<file path="src/rtl/bcd_pkg.sv">
// rtl/bcd_pkg.sv - shared widths, blank code and FSM state type for the BCD converter
package bcd_pkg;

    localparam int BIN_W      = 32;
    localparam int DIGITS     = 8;
    localparam int ACC_DIGITS = 10;
    localparam int ACC_W      = ACC_DIGITS * 4;
    localparam int OUT_W      = DIGITS * 4;
    localparam int CNT_W      = 5;

    // Digit code shown in place of a suppressed leading zero.
    localparam logic [3:0] BLANK_CODE = 4'hF;

    typedef enum logic [1:0] {
        IDLE  = 2'd0,
        SHIFT = 2'd1,
        DONE  = 2'd2
    } state_t;

endpackage

</file>
<file path="src/rtl/bcd_add3.sv">
// rtl/bcd_add3.sv - double-dabble digit correction: digit >= 5 ? digit + 3 : digit
//
// Ports:
//   din  - one BCD accumulator digit
//   dout - corrected digit, ready to be shifted left
module bcd_add3 (
    input  logic [3:0] din,
    output logic [3:0] dout
);

    assign dout = (din >= 4'd5) ? din + 4'd3 : din;

endmodule

</file>
<file path="src/rtl/bcd_converter.sv">
// rtl/bcd_converter.sv - sequential 32-bit binary to 8-digit packed BCD converter
//
// Ports:
//   clk       - clock, all state on rising edge
//   rst       - asynchronous active-high reset
//   start     - conversion request, taken only while ready is high
//   bin_in    - unsigned binary operand, sampled on the accepting edge
//   ready     - high while idle
//   bcd_out   - 8 packed BCD digits, digit0 in [3:0]; held between conversions
//   ovf       - result exceeded 99,999,999 (bcd_out holds value mod 10^8)
//   out_valid - one-cycle pulse when bcd_out/ovf update
//
// Build option: define BCD_LEADING_BLANK_EN to replace leading zero digits
// (digit7 down to, but excluding, digit0) with the blank code when ovf is clear.
module bcd_converter
    import bcd_pkg::*;
(
    input  logic               clk,
    input  logic               rst,
    input  logic               start,
    input  logic [BIN_W-1:0]   bin_in,
    output logic               ready,
    output logic [OUT_W-1:0]   bcd_out,
    output logic               ovf,
    output logic               out_valid
);

    state_t             state;
    state_t             state_nxt;
    logic [BIN_W-1:0]   shreg;
    logic [ACC_W-1:0]   acc;
    logic [ACC_W-1:0]   acc_adj;
    logic [CNT_W-1:0]   cnt;
    logic               acc_ovf;
    logic [OUT_W-1:0]   bcd_fmt;

    for (genvar i = 0; i < ACC_DIGITS; i++) begin : g_add3
        bcd_add3 u_add3 (
            .din  (acc[4*i +: 4]),
            .dout (acc_adj[4*i +: 4])
        );
    end

    always_ff @(posedge clk or posedge rst) begin
        if (rst) begin
            state <= IDLE;
        end else begin
            state <= state_nxt;
        end
    end

    always_comb begin
        state_nxt = state;
        case (state)
            IDLE:    if (start) state_nxt = SHIFT;
            SHIFT:   if (cnt == CNT_W'(BIN_W - 1)) state_nxt = DONE;
            DONE:    state_nxt = IDLE;
            default: state_nxt = IDLE;
        endcase
    end

    assign ready   = (state == IDLE);
    assign acc_ovf = |acc[ACC_W-1:OUT_W];

`ifdef BCD_LEADING_BLANK_EN
    // Blank from the top digit down while digits stay zero; an overflowed
    // result is shown raw so the wrapped value is not misread.
    always_comb begin
        logic leading;
        bcd_fmt = acc[OUT_W-1:0];
        leading = !acc_ovf;
        for (int i = DIGITS - 1; i > 0; i--) begin
            if (leading && (acc[4*i +: 4] == 4'd0)) begin
                bcd_fmt[4*i +: 4] = BLANK_CODE;
            end else begin
                leading = 1'b0;
            end
        end
    end
`else
    assign bcd_fmt = acc[OUT_W-1:0];
`endif

    always_ff @(posedge clk or posedge rst) begin
        if (rst) begin
            shreg     <= '0;
            acc       <= '0;
            cnt       <= '0;
            bcd_out   <= '0;
            ovf       <= 1'b0;
            out_valid <= 1'b0;
        end else begin
            out_valid <= 1'b0;
            case (state)
                IDLE: begin
                    if (start) begin
                        shreg <= bin_in;
                        acc   <= '0;
                        cnt   <= '0;
                    end
                end
                SHIFT: begin
                    // Correct every digit first, then shift the next binary MSB in.
                    acc   <= {acc_adj[ACC_W-2:0], shreg[BIN_W-1]};
                    shreg <= {shreg[BIN_W-2:0], 1'b0};
                    cnt   <= cnt + CNT_W'(1);
                end
                DONE: begin
                    bcd_out   <= bcd_fmt;
                    ovf       <= acc_ovf;
                    out_valid <= 1'b1;
                end
                default: ;
            endcase
        end
    end

endmodule

</file>
<file path="config.mk">
export PLATFORM = sky130hd
export DESIGN_NAME = bcd_converter
export DESIGN_NICKNAME = d
export VERILOG_FILES = /design/src/rtl/bcd_pkg.sv /design/src/rtl/bcd_add3.sv /design/src/rtl/bcd_converter.sv
export SDC_FILE = /design/constraint.sdc
export NUM_CORES = 1
export LEC_CHECK = 0
export CAP_MARGIN = 0
export CORE_MARGIN = 5
export CORE_UTILIZATION = 40
export DETAILED_ROUTE_END_ITERATION = 16
export GPL_TIMING_DRIVEN = 1
export PLACE_DENSITY_LB_ADDON = 0.1
export REMOVE_ABC_BUFFERS = 1
export SKIP_CTS_REPAIR_TIMING = 1
export SYNTH_ARGS = -nofsm -noshare
export SYNTH_HDL_FRONTEND = slang
export SYNTH_SLANG_ARGS = --single-unit
</file>
<file path="constraint.sdc">
create_clock -name clk -period 3.6 [get_ports clk]
set_input_delay 0.54 -clock clk [delete_from_list [all_inputs] [get_ports clk]]
set_output_delay 0.54 -clock clk [all_outputs]
set_load 0.01 [all_outputs]
</file>
Word level (Yosys, flattened, before mapping)
Index checks and enable logic that the tools add are counted.
{ "totals": {"register_bits": 113, "elab_cells": 58, "in_bits": 35, "output_inout_bits": 35} }
{ "classes": {"mux": 20, "eq_ne": 5, "magnitude_cmp": 10, "reduce_logical": 5, "addsub": 11} }
{ "ops": {"columns": ["operator", "n"], "rows": [
  ["$pmux 40 s2", 1],
  ["$pmux 32 s2", 1],
  ["$ge 4x3->1 const B", 10],
  ["$mux 40", 1],
  ["$add 4x2->4 const B", 9],
  ["$mux 4", 9],
  ["$mux 32", 1],
  ["$pmux 5 s2", 1],
  ["$reduce_or 8->1", 1],
  ["$add 5x1->5 const B", 1],
  ["$eq 5x5->1 const B", 1],
  ["$mux 5", 1],
  ["$mux 2", 2],
  ["$ne 2x2->1 const B", 2],
  ["$pmux 2 s2", 1],
  ["$reduce_and 2->1", 2],
  ["$add 3x2->3 const B", 1],
  ["$mux 3", 1],
  ["$eq 2x1->1 const B", 1],
  ["$eq 2x2->1 const B", 1],
  ["$logic_not 2->1", 1],
  ["$reduce_bool 2->1", 1],
  ["$mux 1", 1]
]} }

Depth between registers and ports, before layout
Gate-level depths: netlist (run 1).
{ "logic_depth": {"depth_word": 3, "ltp_mapped": 7} }

Modules after synthesis
A second synthesis (run 1) with hierarchy kept.
{ "hier_totals": {"cells_unflattened": 499, "hier_area_um2": 5547.8} }
{ "by_module_without_submodules": {"columns": ["mod", "cells_each", "area_each_um2", "instances"], "rows": [
  ["bcd_converter", 339, 4534.3, 1],
  ["bcd_add3", 16, 101.3, 10]
]} }

Worst setup path after synthesis (run 1)
No wires, ideal clock.
{ "synth_timing": {"path_kind": "register to output", "from": "register state[1]", "to": "output port ready", "arrival_ps": 864, "stages_incl_launch_ff": 4, "required_time_ps": 3060, "setup_slack_ps": 2196, "path_cell_list": "dfrtp_1 -> buf_4 -> clkbuf_1 -> nor2_1"} }
{ "synth_between": {"elab_chain_len": 1} }
{ "synth_rtl": {"columns": ["element", "line_no", "text"], "rows": [
  ["start: declaration", "bcd_converter.sv:28", "state_t state;"],
  ["start signal: assignment", "bcd_converter.sv:48", "state <= state_nxt;"],
  ["$logic_not 2->1", "bcd_converter.sv:62", "assign ready = (state == IDLE);"],
  ["end: declaration", "bcd_converter.sv:22", "output logic ready,"]
]} }
Every way passes these cells.

Worst setup path in the final report (run 1)
Same ends and word-level chain as after synthesis.

==> metrics.md, run 1 <==
| Metric | Value |
|---|---|
| Status | completed |
| Initial antenna violation count | 0 |
| Port Buffers | 69 |
| Comb pwr share | 0.322 |
| Final core utilization | 0.520 |
| First-pass GRT wire length | approximately 19 mm |
| Sequential Power Share | 0.374 |
| M1 WL | around 5.1 mm |
| Relative slew slack | 0.369 |
| Critical path class | flop to output port |
| Syn avg cell area | 10.7 um2 |
| Design internal power | 3.56 mW |
| Post-Syn Instances | 488 |
| Switching Share | 0.332 |
| Fin Setup TNS | 0 ns |
| Max cap viols | 0 |
| Final Instance Area | 6610 um2 |
| Register area | roughly 2800 um2 |
| H-tree depth | 4 |
| Final max-slew violation count | 0 |
| Met2 wire len | 5.27 mm |
| Worst slew pin tran | 0.947 ns |
| Commonest cells after routing, fill and taps aside | dfrtp_1, clkdlybuf4s50_1, nand2_1 |
| Die ar. | 15500 um2 |
| Vias in the first global route | 4037 |
| Clock Tree Root | clkbuf_16 |
| Core footprint | 12700 um2 |
| CTS tree | built |
| DRT antenna net count | 0 |
| Leak | 2.86 nW |
| Clk pwr share | 0.304 |
| Reg clk slew, reported paths | 0.05 ns |
| Multi-input gate area | 2150 um2 |
| Psw | between 1.5 and 2 mW |
| Worst-skew pair later-pin latency | 0.41 ns |
| Post-DP HPWL | 7.05 mm |
| Largest net degree at the start of global routing | 95 |
| Dpl ws | around 1.4 ns |
| Pre-antenna DRT Iters | 4 |
| Pwr dens | around 810 nW/um2 |
| Commonest non-fill, non-tap cell in the layout | dfrtp_1 |
| TritonCTS Buffers | 17 |
| Fmax | 435 MHz |
| GRT overflow | 0 |
| Arrival @ worst endpoint | ~1.8 ns |
| Critical Path RT | around 3.1 ns |
| Syn. warnings | 0 |
| Final Net Count | 609 |
| Residual DRC | 0 |
| Clk sink count | 113 |
| Area added between synthesis and finish | 26.1% |
| Sequential area share after synthesis | 0.540 |
| Netlist cell types | 34 |
| Starting DRT DRC Count | 212 |
| WL met3 | 521 um |
| Crit. End Element | output port |
| Final count of hold timing violations | 0 |
| Clock Skews | a little under 0.01 ns |
| Std cell rows | 41 |
| Register bit total from synthesis | around 110 |
| Global Route Usage Sum | 0.151 |
| Final Critical Period | 2.30 ns |
| DRT Wirelength | between 10 and 15 mm |
| CTS Buffer Depth | 2 |
| Synth top area cells | dfrtp_1, ha_1, o21ai_0 |
| Placed insts | 703 |
| Total Power Consumption | 5.33 mW |
| Initial core utilization | 0.412 |
| DR top layer | met4 |
| Cell Count, Final, Fillers Out | 733 |
| # fillers | 1218 |
| Via count | 3924 |
| HP Class | input port to async pin |
| Final setup margin | 1.30 ns |
| RSZ-0062 raised after global routing | no |
| Mapped Area | 5240 um2 |
| CP startpoint kind | flop |
| Chip width | roughly 120 um |
| Routed len/inst | 15.0 um |
| Die height | 124 um |
| Ant. Diodes | 0 |
| IO Pins | 70 |
| Hold Slack | 0.432 ns |
| Final setup fails | 0 |
| Synth top area share | 0.540 |
| Global placer's final weighted congestion | approximately 0.76 |
| Critical Path Fanout Max | 17 |
| Share of post-route cells with drive strength above 1 | 0.0998 |
| Worst IR Drop VDD | between 0.3 and 0.4 mV |
| Via/cell ratio | between 5 and 6 |
| Placed Instance Area | ~6000 um2 |
| Final Cycle Share | 0.639 |
| Dominant cell type by area after synthesis | dfrtp_1 |
==> metal layers <==
| metal | GRT usage | vias up |
|---|---|---|
| li1 | - | 1893 |
| met1 | 0.193 | 1933 |
| met2 | 0.237 | 84 |
| met3 | 0.0493 | 14 |
| met4 | 0.0613 | 0 |
| met5 | 0 | - |
==> power by group through the flow <==
stage                     registers (mW)  logic [mW]  clock network, mW
after floorplan                     1.95        1.28                  0
after global placement              2.00        1.66                  0
after detailed placement            2.01        1.73                  0
after CTS                           2.00        1.74               1.66
after global routing                2.05        1.96               1.73
final                               1.99        1.71               1.62
==> logic make-up (layout without fill, tap and decap cells) <==
family | count (synthesis) | after routing | synth area share
muxes | 16 | 16 | 0.0344
xor gates and xnor gates | 12 | 12 | 0.0201
buffers and inverters | 56 | 129 | 0.0530
AOI/OAI and AO/OA | 165 | 165 | 0.204
and+or+nand+nor | 102 | 102 | 0.0921
adders and majority gates | 24 | 24 | 0.0573
DFF | 113 | 113 | 0.540
==> flip-flops by register name, indices dropped and copies added (netlist names) <==
name,count
acc,40
bcd_out,32
shreg,32
cnt,5
state,2
out_valid,1
ovf,1
==> cell type report <==
class	instances	share of cell area
flip-flops and latches	113	0.428
multi-input cells	319	0.325
repair buffers	76	0.114
clock buffers	25	0.0749
well taps	172	0.0326
inverters	23	0.0134
clock inverters	5	0.0117
==> synth_stat cells (all sizes together) <==
library cell	number
dfrtp	113
o21ai	62
nand2	61
a22oi	31
buf	28
ha	24
inv	23
a21oi	18
o22ai	17
mux2	16
nand2b	12
a32o	11
nand3	11
o311ai	10
o31ai	10
xnor2	10
nor3b	7
clkbuf	5
nor2	4
a22o	3
nor2b	2
nor3	2
o32ai	2
xor2	2
a21o	1
and2	1
and3	1
nand4bb	1
==> final timing paths <==
kind	from	endpoint	slack [ns]	cells after the start
max in group asynchronous	rst	bcd_out[23]$_DFFE_PP0P_	2.39	3
worst min-delay path	rst	shreg[14]$_DFFE_PP0P_	0.43	2
worst min register to register	bcd_out[25]$_DFFE_PP0P_	bcd_out[25]$_DFFE_PP0P_	0.47	2
worst max register to register	state[1]$_DFFE_PP0P_	bcd_out[27]$_DFFE_PP0P_	1.56	2
min in group clk	bcd_out[25]$_DFFE_PP0P_	bcd_out[25]$_DFFE_PP0P_	0.47	2
worst max-delay path	state[1]$_DFFE_PP0P_	ready	1.30	2
==> critical path: stages (launching register included) <==
cell and delay, ns:
dfrtp_1 0.74, nor2_1 0.11, clkdlybuf4s50_1 0.50
No activity file was read; power rests on OpenSTA's default activity.
==> run 2, diff against run 1 <==
==> constraint.sdc (replaced) <==
create_clock -name clk -period 2.1 [get_ports clk]
set_input_delay 0.315 -clock clk [delete_from_list [all_inputs] [get_ports clk]]
set_output_delay 0.315 -clock clk [all_outputs]
set_load 0.01 [all_outputs]
==> metrics.md, run 2 (synthesized netlist as in run 1, its figures left out) <==
| Metric | Value |
|---|---|
| Switching Share | 0.333 (+0.00116) |
| Status | completed |
| Final Cycle Share | 0.940 |
| Leak | 2.90 nW (+1.5%) |
| Psw | 3.03 mW (+71%) |
| DRT Wirelength | 11.2 mm (+2.2%) |
| Pre-antenna DRT Iters | 4 (unchanged) |
| Final setup margin | 0.125 ns (-1.18 ns) |
| Max FFs per register | 40 (unchanged) |
| RSZ-0062 raised after global routing | no |
| Final setup fails | 0 (unchanged) |
| Final count of hold timing violations | 0 (unchanged) |
| Max cap viols | 0 (unchanged) |
| Ant. Diodes | 0 (unchanged) |
| Initial antenna violation count | 0 (unchanged) |
| Clk pwr share | 0.297 (-0.007) |
| Placed insts | 709 (+0.85%) |
| Starting DRT DRC Count | 242 (+14%) |
| Die ar. | 15500 um2 (unchanged) |
| CTS tree | built |
| H-tree depth | 4 (unchanged) |
| Clock Skews | 0.00722 ns (-0.00251 ns) |
| Fmax | 506 MHz |
| CP startpoint kind | flop |
| Sequential Power Share | 0.376 (+0.002) |
| Die height | 124 um (unchanged) |
| Critical Path Fanout Max | 11 (-6) |
| Pwr dens | 1360 nW/um2 (+69%) |
| HP Class | input port to async pin |
| Dpl ws | 0.333 ns (-1.10 ns) |
| Global Route Usage Sum | 0.151 (+0.000234) |
| Initial core utilization | 0.412 (unchanged) |
| Largest Register | acc |
| Residual DRC | 0 (unchanged) |
| Routed len/inst | 15.2 um (+1.1%) |
| Arrival @ worst endpoint | 1.66 ns (-0.10 ns) |
| Std cell rows | 41 (unchanged) |
| First-pass GRT wire length | 19.5 mm (about the same) |
| TritonCTS Buffers | 17 (unchanged) |
| Hold Slack | 0.224 ns (-0.208 ns) |
| CTS Buffer Depth | 2 (unchanged) |
| Global placer's final weighted congestion | 0.775 (+2.1%) |
| Fin Setup TNS | 0 ns (unchanged) |
| Critical Path RT | 1.78 ns (-1.28 ns) |
| Critical path class | flop to output port |
| Final Net Count | 615 (+0.99%) |
| Largest net degree at the start of global routing | 63 (-34%) |
| Via count | 3923 (-0.025%) |
| Core footprint | 12700 um2 (unchanged) |
| Worst slew pin tran | 0.502 ns (-0.445 ns) |
| Reg clk slew, reported paths | 0.05 ns (about the same) |
| IO Pins | 70 (unchanged) |
| Relative slew slack | 0.665 (+0.297) |
| Comb pwr share | 0.327 (+0.005) |
| Commonest non-fill, non-tap cell in the layout | dfrtp_1 |
| Biggest regs | acc (40), bcd_out (32), shreg (32) |
| Cell Count, Final, Fillers Out | 741 (+1.1%) |
| DRT antenna net count | 0 (unchanged) |
| GRT overflow | 0 (unchanged) |
| Area added between synthesis and finish | 27.8% |
| Port Buffers | 69 (unchanged) |
| Commonest cells after routing, fill and taps aside | dfrtp_1, clkdlybuf4s50_1, nand2_1 |
| Final max-slew violation count | 0 (unchanged) |
| Clk sink count | 113 (unchanged) |
| Vias in the first global route | 4042 (+0.12%) |
| Clock Tree Root | clkbuf_16 |
| Worst-skew pair later-pin latency | 0.41 ns (about the same) |
| Share of post-route cells with drive strength above 1 | 0.112 (+0.0127) |
| Post-DP HPWL | 7.24 mm (+2.8%) |
| Final core utilization | 0.526 (+0.00679) |
| Via/cell ratio | 5.29 (-1.1%) |
| Worst IR Drop VDD | 0.555 mV (+77%) |
| Design internal power | 6.07 mW (+71%) |
| Crit. End Element | output port |
| Chip width | 124 um (unchanged) |
| Final Critical Period | between 1.5 and 2 ns |
## run 2: changes by cell type in the layout (fill, tap and decap cells not counted), sizes merged
cell and change:
clkbuf +2, bufinv -1, buf +6, clkinv +2
clkinvlp -1
## run 2: stage by stage
step                cell area [um2]  total power, mW
floorplan                      5050             5.54
global placement               6130             6.34
detailed placement             6130             6.46
CTS                            6700             9.22
global route                   6700             9.81
finish                         6700             9.10
## run 2: worst max-delay path: stages, from the launching register on
cell,delay (ns)
dfrtp_1,0.54
nor2_1,0.16
clkdlybuf4s50_1,0.55
## run 2: layer usage
layer | up-vias | global-route usage | share of wire
li1 | 1895 | - | -
met1 | 1931 | 0.192 | 0.46
met2 | 88 | 0.240 | 0.48
met3 | 9 | 0.0510 | 0.056
met4 | 0 | 0.0561 | 0.0075
met5 | - | 0 | 0
## run 2: layout make-up
class	instances	area (um2)
Multi-Input combinational cell	319	2150
Clock buffer	27	513
Sequential cell	113	2830
Timing Repair Buffer	82	851
Clock inverter	5	50.0
Tap cell	172	215
Inverter	23	88.8
Fill cell	1194	6020
## run 2: worst paths after layout
check	endpoint	from	cells past startpoint	slack, ns
min in group clk	bcd_out[29]$_DFFE_PP0P_	bcd_out[29]$_DFFE_PP0P_	2	0.47
worst min register to register	bcd_out[29]$_DFFE_PP0P_	bcd_out[29]$_DFFE_PP0P_	2	0.47
max in group asynchronous	bcd_out[20]$_DFFE_PP0P_	rst	3	1.25
worst min-delay path	shreg[28]$_DFFE_PP0P_	rst	2	0.22
worst max register to register	acc[30]$_DFFE_PP0P_	state[0]$_DFFE_PP0P_	5	0.33
worst max-delay path	ready	state[0]$_DFFE_PP0P_	2	0.13
## run 2: power groups by stage
stage	combinational, mW	sequential [mW]	clock, mW
2_1_floorplan	2.20	3.35	0
3_3_place_gp	2.91	3.43	0
3_5_place_dp	3.00	3.45	0
4_1_cts	3.02	3.43	2.78
5_1_grt	3.40	3.52	2.88
6_report	2.97	3.42	2.70
==> patch 1: new RTL, settings of run 2 <==
Encoding of `state_t`: now one-hot (3 bits for 3 states).
--- a/src/rtl/bcd_pkg.sv
+++ b/src/rtl/bcd_pkg.sv
@@ -12,8 +12,8 @@
     localparam logic [3:0] BLANK_CODE = 4'hF;
 
-    typedef enum logic [1:0] {
-        IDLE  = 2'd0,
-        SHIFT = 2'd1,
-        DONE  = 2'd2
+    typedef enum logic [2:0] {
+        IDLE  = 3'b001,
+        SHIFT = 3'b010,
+        DONE  = 3'b100
     } state_t;
 
Formal check against the unedited RTL: same outputs for any inputs over 10 cycles, from zero or initial values and one cycle with rst high; not proved beyond that.
==> patch 1 against run 2 <==
Area after synthesis is 1.7% higher. Routed wire length shrank 4.5%. Final area grew 2.2%. Sequential cell count rose by 1. Largest cell class unchanged. Setup slack better by 0.23 ns. Synthesized cell count fell by 7.2%. Non-clock buffer count decreased by 2. Die area rose by 1.6%.
Power is not compared: it rests on default switching activity, and its combinational part moved more than twofold at a synthesized area within 25%.
==> patch 1: results (changes against run 2) <==
----------------------------------------------------
[Status]
  Outcome ... complete, no violations (unchanged)

[Clock tree]
  Bufs on Longest Clock Path ... 2 (unchanged)
  Root Driver ... sky130_fd_sc_hd__clkbuf_16 (unchanged)
  H-tree depth ... 4 (unchanged)
  Clock slew at reported path FFs ... 0.05 ns (about the same)

[GRT]
  Number of antenna violations at the first check in global routing ... 0 (unchanged)
  All-layer global routing usage ... 14.6% (was 15.1%)
  Global-route wire length before repair ... 18700 um (was 19500 um)
  GR Layer Usage met2 ... 22.8% (was 24.0%)
  Global-route met3 utilization ... 4.48% (was 5.10%)
  GRT met1 Usage ... 18.8% (was 19.2%)
  Vias in the first global route ... 3894 (was 4042)
  Largest net degree at the start of global routing ... 88 (was 63)

[Drt]
  DR iter-0 viols ... 185 (was 242)
  Average via count per standard cell ... 5.11 (was 5.29)
  Router iterations before antenna repair ... 5 (was 4)
  Drt wl/cell ... 15.0 um (was 15.2 um)
  WL final ... 10700 um (was 11200 um)

[Logic synthesis]
  Sequential share of the synthesized area ... 53.5% (was 54.0%)
  Synth unique cells ... 36 (was 34)
  Largest cells by area after synthesis ... sky130_fd_sc_hd__dfrtp_1 53%, sky130_fd_sc_hd__mux2i_1 7.5%, sky130_fd_sc_hd__mux2_2 7.0%, sky130_fd_sc_hd__ha_1 5.6%, sky130_fd_sc_hd__o21ai_0 4.2% (was sky130_fd_sc_hd__dfrtp_1 54%, sky130_fd_sc_hd__ha_1 5.7%, sky130_fd_sc_hd__o21ai_0 4.9%, sky130_fd_sc_hd__a22oi_1 4.4%, sky130_fd_sc_hd__nand2_1 4.4%)
  Cell taking the most area after synthesis ... sky130_fd_sc_hd__dfrtp_1 (unchanged)
  Cells after synthesis ... 453 (was 488)
  Synth cell count leaders ... 113 x sky130_fd_sc_hd__dfrtp_1, 45 x sky130_fd_sc_hd__o21ai_0, 40 x sky130_fd_sc_hd__mux2i_1 (was 113 x sky130_fd_sc_hd__dfrtp_1, 61 x sky130_fd_sc_hd__nand2_1, 51 x sky130_fd_sc_hd__o21ai_0)

[Timing]
  Number of hold violations in the final report ... 0 (unchanged)
  Slew @ Worst Pin ... 0.406 ns (was 0.502 ns)
  Largest clock skew in the final design ... 0.00447 ns (was 0.00722 ns)

[Critical path]
  Reg2Reg Capture Point ... acc[7] (was acc[30])
  Worst reg-to-reg setup slack ... 0.36 ns (was 0.33 ns)
  Origin of the worst setup path ... state[0] (unchanged)
  Maximum fanout along the worst path ... 5 (was 11)
  Worst endpoint data arrival time ... 1.43 ns (was 1.66 ns)
  Cell count of the worst reg-to-reg path ... 5 (unchanged)

[Final layout]
  Number of nets in the final layout ... 586 (was 615)
  Proportion of layout cells with a drive suffix above 1 ... 14.5% (was 11.2%)
  Layout fillers ... 1236 (was 1194)
  Inserted Diodes ... 0 (unchanged)

[Min path]
  Worst hold path type ... input pin to async pin (unchanged)

[Place]
  DP HPWL ... 7130 um (was 7240 um)
  RePlAce Congestion ... 0.747 (was 0.775)
  Number of buffers added on ports ... 69 (unchanged)
  Cell total after placement ... 684 (was 709)

----------------------------------------------------
-- patch 1: cell count changes after synthesis, moves of 8 or more --
cell                       before  now
sky130_fd_sc_hd__mux2i_1        0   40
sky130_fd_sc_hd__buf_2         18   10
sky130_fd_sc_hd__mux2_2        16   33
sky130_fd_sc_hd__o21ai_1       10    1
sky130_fd_sc_hd__o311ai_1      10    1
sky130_fd_sc_hd__a22oi_1       31    0
sky130_fd_sc_hd__nand2_1       61   37
sky130_fd_sc_hd__nand3_1       11    2
-- patch 1: area by class of cell --
class | count | share of cell area [%]
Inverter | 22 | 1.24
Multi-Input combinational cell | 292 | 33.6
Timing Repair Buffer | 80 | 12.1
Sequential cell | 114 | 41.7
Clock inverter | 5 | 0.731
Tap cell | 176 | 3.22
Clock buffer | 26 | 7.44
-- patch 1: per-stage QoR --
stage                     instance area, um^2  setup slack, ns  hold WS (ns)
after floorplan                          5200            -4.38         0.449
after global placement                   6280            0.143         0.457
after detailed placement                 6280            0.103         0.469
after CTS                                6840           -0.166         0.219
after global routing                     6840            0.254         0.244
final                                    6840            0.357         0.219
-- patch 1: worst min path at each step --
stage,endpoint,depth (start not counted),slack (ns),startpoint
after floorplan,acc[0],2,0.45,shreg[31]
after global placement,shreg[1],2,0.46,shreg[0]
after detailed placement,shreg[28],2,0.47,shreg[27]
after CTS,shreg[27],2,0.22,rst
after global routing,shreg[28],2,0.24,rst
final,shreg[28],2,0.22,rst
-- patch 1: power breakdown --
part           switching, mW  internal (mW)
clock network          0.944           1.77
registers              0.236           2.58
logic                  0.792          0.610
total                   1.97           4.95
-- patch 1: critical path, cell delays in order, from the launching register on --
cell                             delay [ns]
sky130_fd_sc_hd__dfstp_2               0.61
sky130_fd_sc_hd__nor3b_2               0.22
sky130_fd_sc_hd__dlymetal6s2s_1        0.19
-- patch 1: layer usage --
layer  vias up  routed length [um]
met5         -                   0
met4         0                 225
met3        18                 407
met2        61                5140
met1      1808                4970
li1       1770                   -
-- patch 1: cells by family (layout without fill, tap and decap cells) --
| family | after synthesis | count (layout) | synth area share (%) |
|---|---|---|---|
| flip-flops | 114 | 114 | 53.5 |
| AO/OA/AOI/OAI | 113 | 113 | 13.5 |
| multiplexers | 73 | 73 | 14.5 |
| AND/OR/NAND/NOR | 67 | 67 | 6.45 |
| buffers and inverters | 47 | 133 | 3.97 |
| adder cells (fa/ha/maj) | 24 | 24 | 5.63 |
| XOR/XNOR | 15 | 15 | 2.46 |
==> patch 2: new RTL, config.mk and constraints of run 2 <==
Without the edit above. The package constant `BIN_W` goes from 32 to 64.
--- a/src/rtl/bcd_pkg.sv
+++ b/src/rtl/bcd_pkg.sv
@@ -2,5 +2,5 @@
 package bcd_pkg;
 
-    localparam int BIN_W      = 32;
+    localparam int BIN_W      = 64;
     localparam int DIGITS     = 8;
     localparam int ACC_DIGITS = 10;
Ports: changed (resized bin_in); port bits go from 70 to 102. The function was not compared with the original's and may differ.
==> patch 2 against run 2 <==
Setup slack improved by 0.10 ns. Routed wire length rose by 48%. Worst hold slack improved by 0.11 ns. Maximum frequency rose by 5.4%. Sequential cell count rose by 32. Die area rose by 34%. Sequential power rose by 33%. Critical path type unchanged. Total power rose by 24%. Final area rose by 33%. Area after synthesis rose by 37%. Highest routed layer unchanged.
==> patch 2: results (changes against run 2) <==
----------------------------------------------------
[Place]
  Placed cell areas ... 8370 um^2 (was 6130 um^2)
  Place WS ... 0.214 ns (was 0.333 ns)
  Number of buffers added on ports ... 101 (was 69)

[Logic synthesis]
  Cells after synthesis ... 671 (was 488)
  Largest cells by area after synthesis ... sky130_fd_sc_hd__dfrtp_1 51%, sky130_fd_sc_hd__a22oi_1 6.6%, sky130_fd_sc_hd__a21oi_1 4.9%, sky130_fd_sc_hd__nor2b_1 4.8%, sky130_fd_sc_hd__ha_1 4.2% (was sky130_fd_sc_hd__dfrtp_1 54%, sky130_fd_sc_hd__ha_1 5.7%, sky130_fd_sc_hd__o21ai_0 4.9%, sky130_fd_sc_hd__a22oi_1 4.4%, sky130_fd_sc_hd__nand2_1 4.4%)
  Area fraction in compound gates after synthesis ... 23.0% (was 20.4%)

[Drt]
  DR iter-0 viols ... 367 (was 242)
  Met3 wire length ... 763 um (was 633 um)
  Met1 wire length ... 7580 um (was 5130 um)
  Routed via count ... 5492 (was 3923)

[Final layout]
  Count of buffers not belonging to the clock network in the layout ... 121 (was 82)
  Non-clk invs ... 21 (was 23)
  Proportion of layout cells with a drive suffix above 1 ... 10.4% (was 11.2%)
  Final-layout clock-cell area share ... 6.34% (was 8.41%)
  Multi-input combinational gate total ... 453 (was 319)

[Power]
  VDD IR-drop max ... 0.675 mV (was 0.555 mV)
  Clock network power consumption ... 2.94 mW (was 2.70 mW)
  Leakage component of the power ... 3.83 nW (was 2.90 nW)

[Status]
  Outcome ... complete, no violations (unchanged)

[GRT]
  Global-route met3 utilization ... 4.19% (was 5.10%)
  GRT met1 Usage ... 22.3% (was 19.2%)
  Global-route wire length before repair ... 27900 um (was 19500 um)
  Largest net degree at the start of global routing ... 56 (was 63)

[Timing]
  Largest clock skew in the final design ... 0.00892 ns (was 0.00722 ns)
  Worst rel slew slack ... 32.5% (was 66.5%)

[Critical path]
  Reg2Reg Capture Point ... acc[14] (was acc[30])

----------------------------------------------------
patch 2: cell count changes after synthesis, moves of 6 or more:
cell / before / now
sky130_fd_sc_hd__o21ai_1: 10 / 25
sky130_fd_sc_hd__a21oi_1: 18 / 70
sky130_fd_sc_hd__dfrtp_1: 113 / 145
sky130_fd_sc_hd__clkbuf_1: 5 / 15
sky130_fd_sc_hd__nand2_1: 61 / 22
sky130_fd_sc_hd__mux2_2: 16 / 26
sky130_fd_sc_hd__nor2b_1: 2 / 55
sky130_fd_sc_hd__a22oi_1: 31 / 63
sky130_fd_sc_hd__buf_6: 2 / 14
sky130_fd_sc_hd__mux2_1: 0 / 6
patch 2: worst max-delay path, delay by kind of cell, from the launching register on:
kind / cells / cell delay, ns
buffers and inverters: 1 / 0.58
flip-flops: 1 / 0.47
AND/OR/NAND/NOR: 1 / 0.10
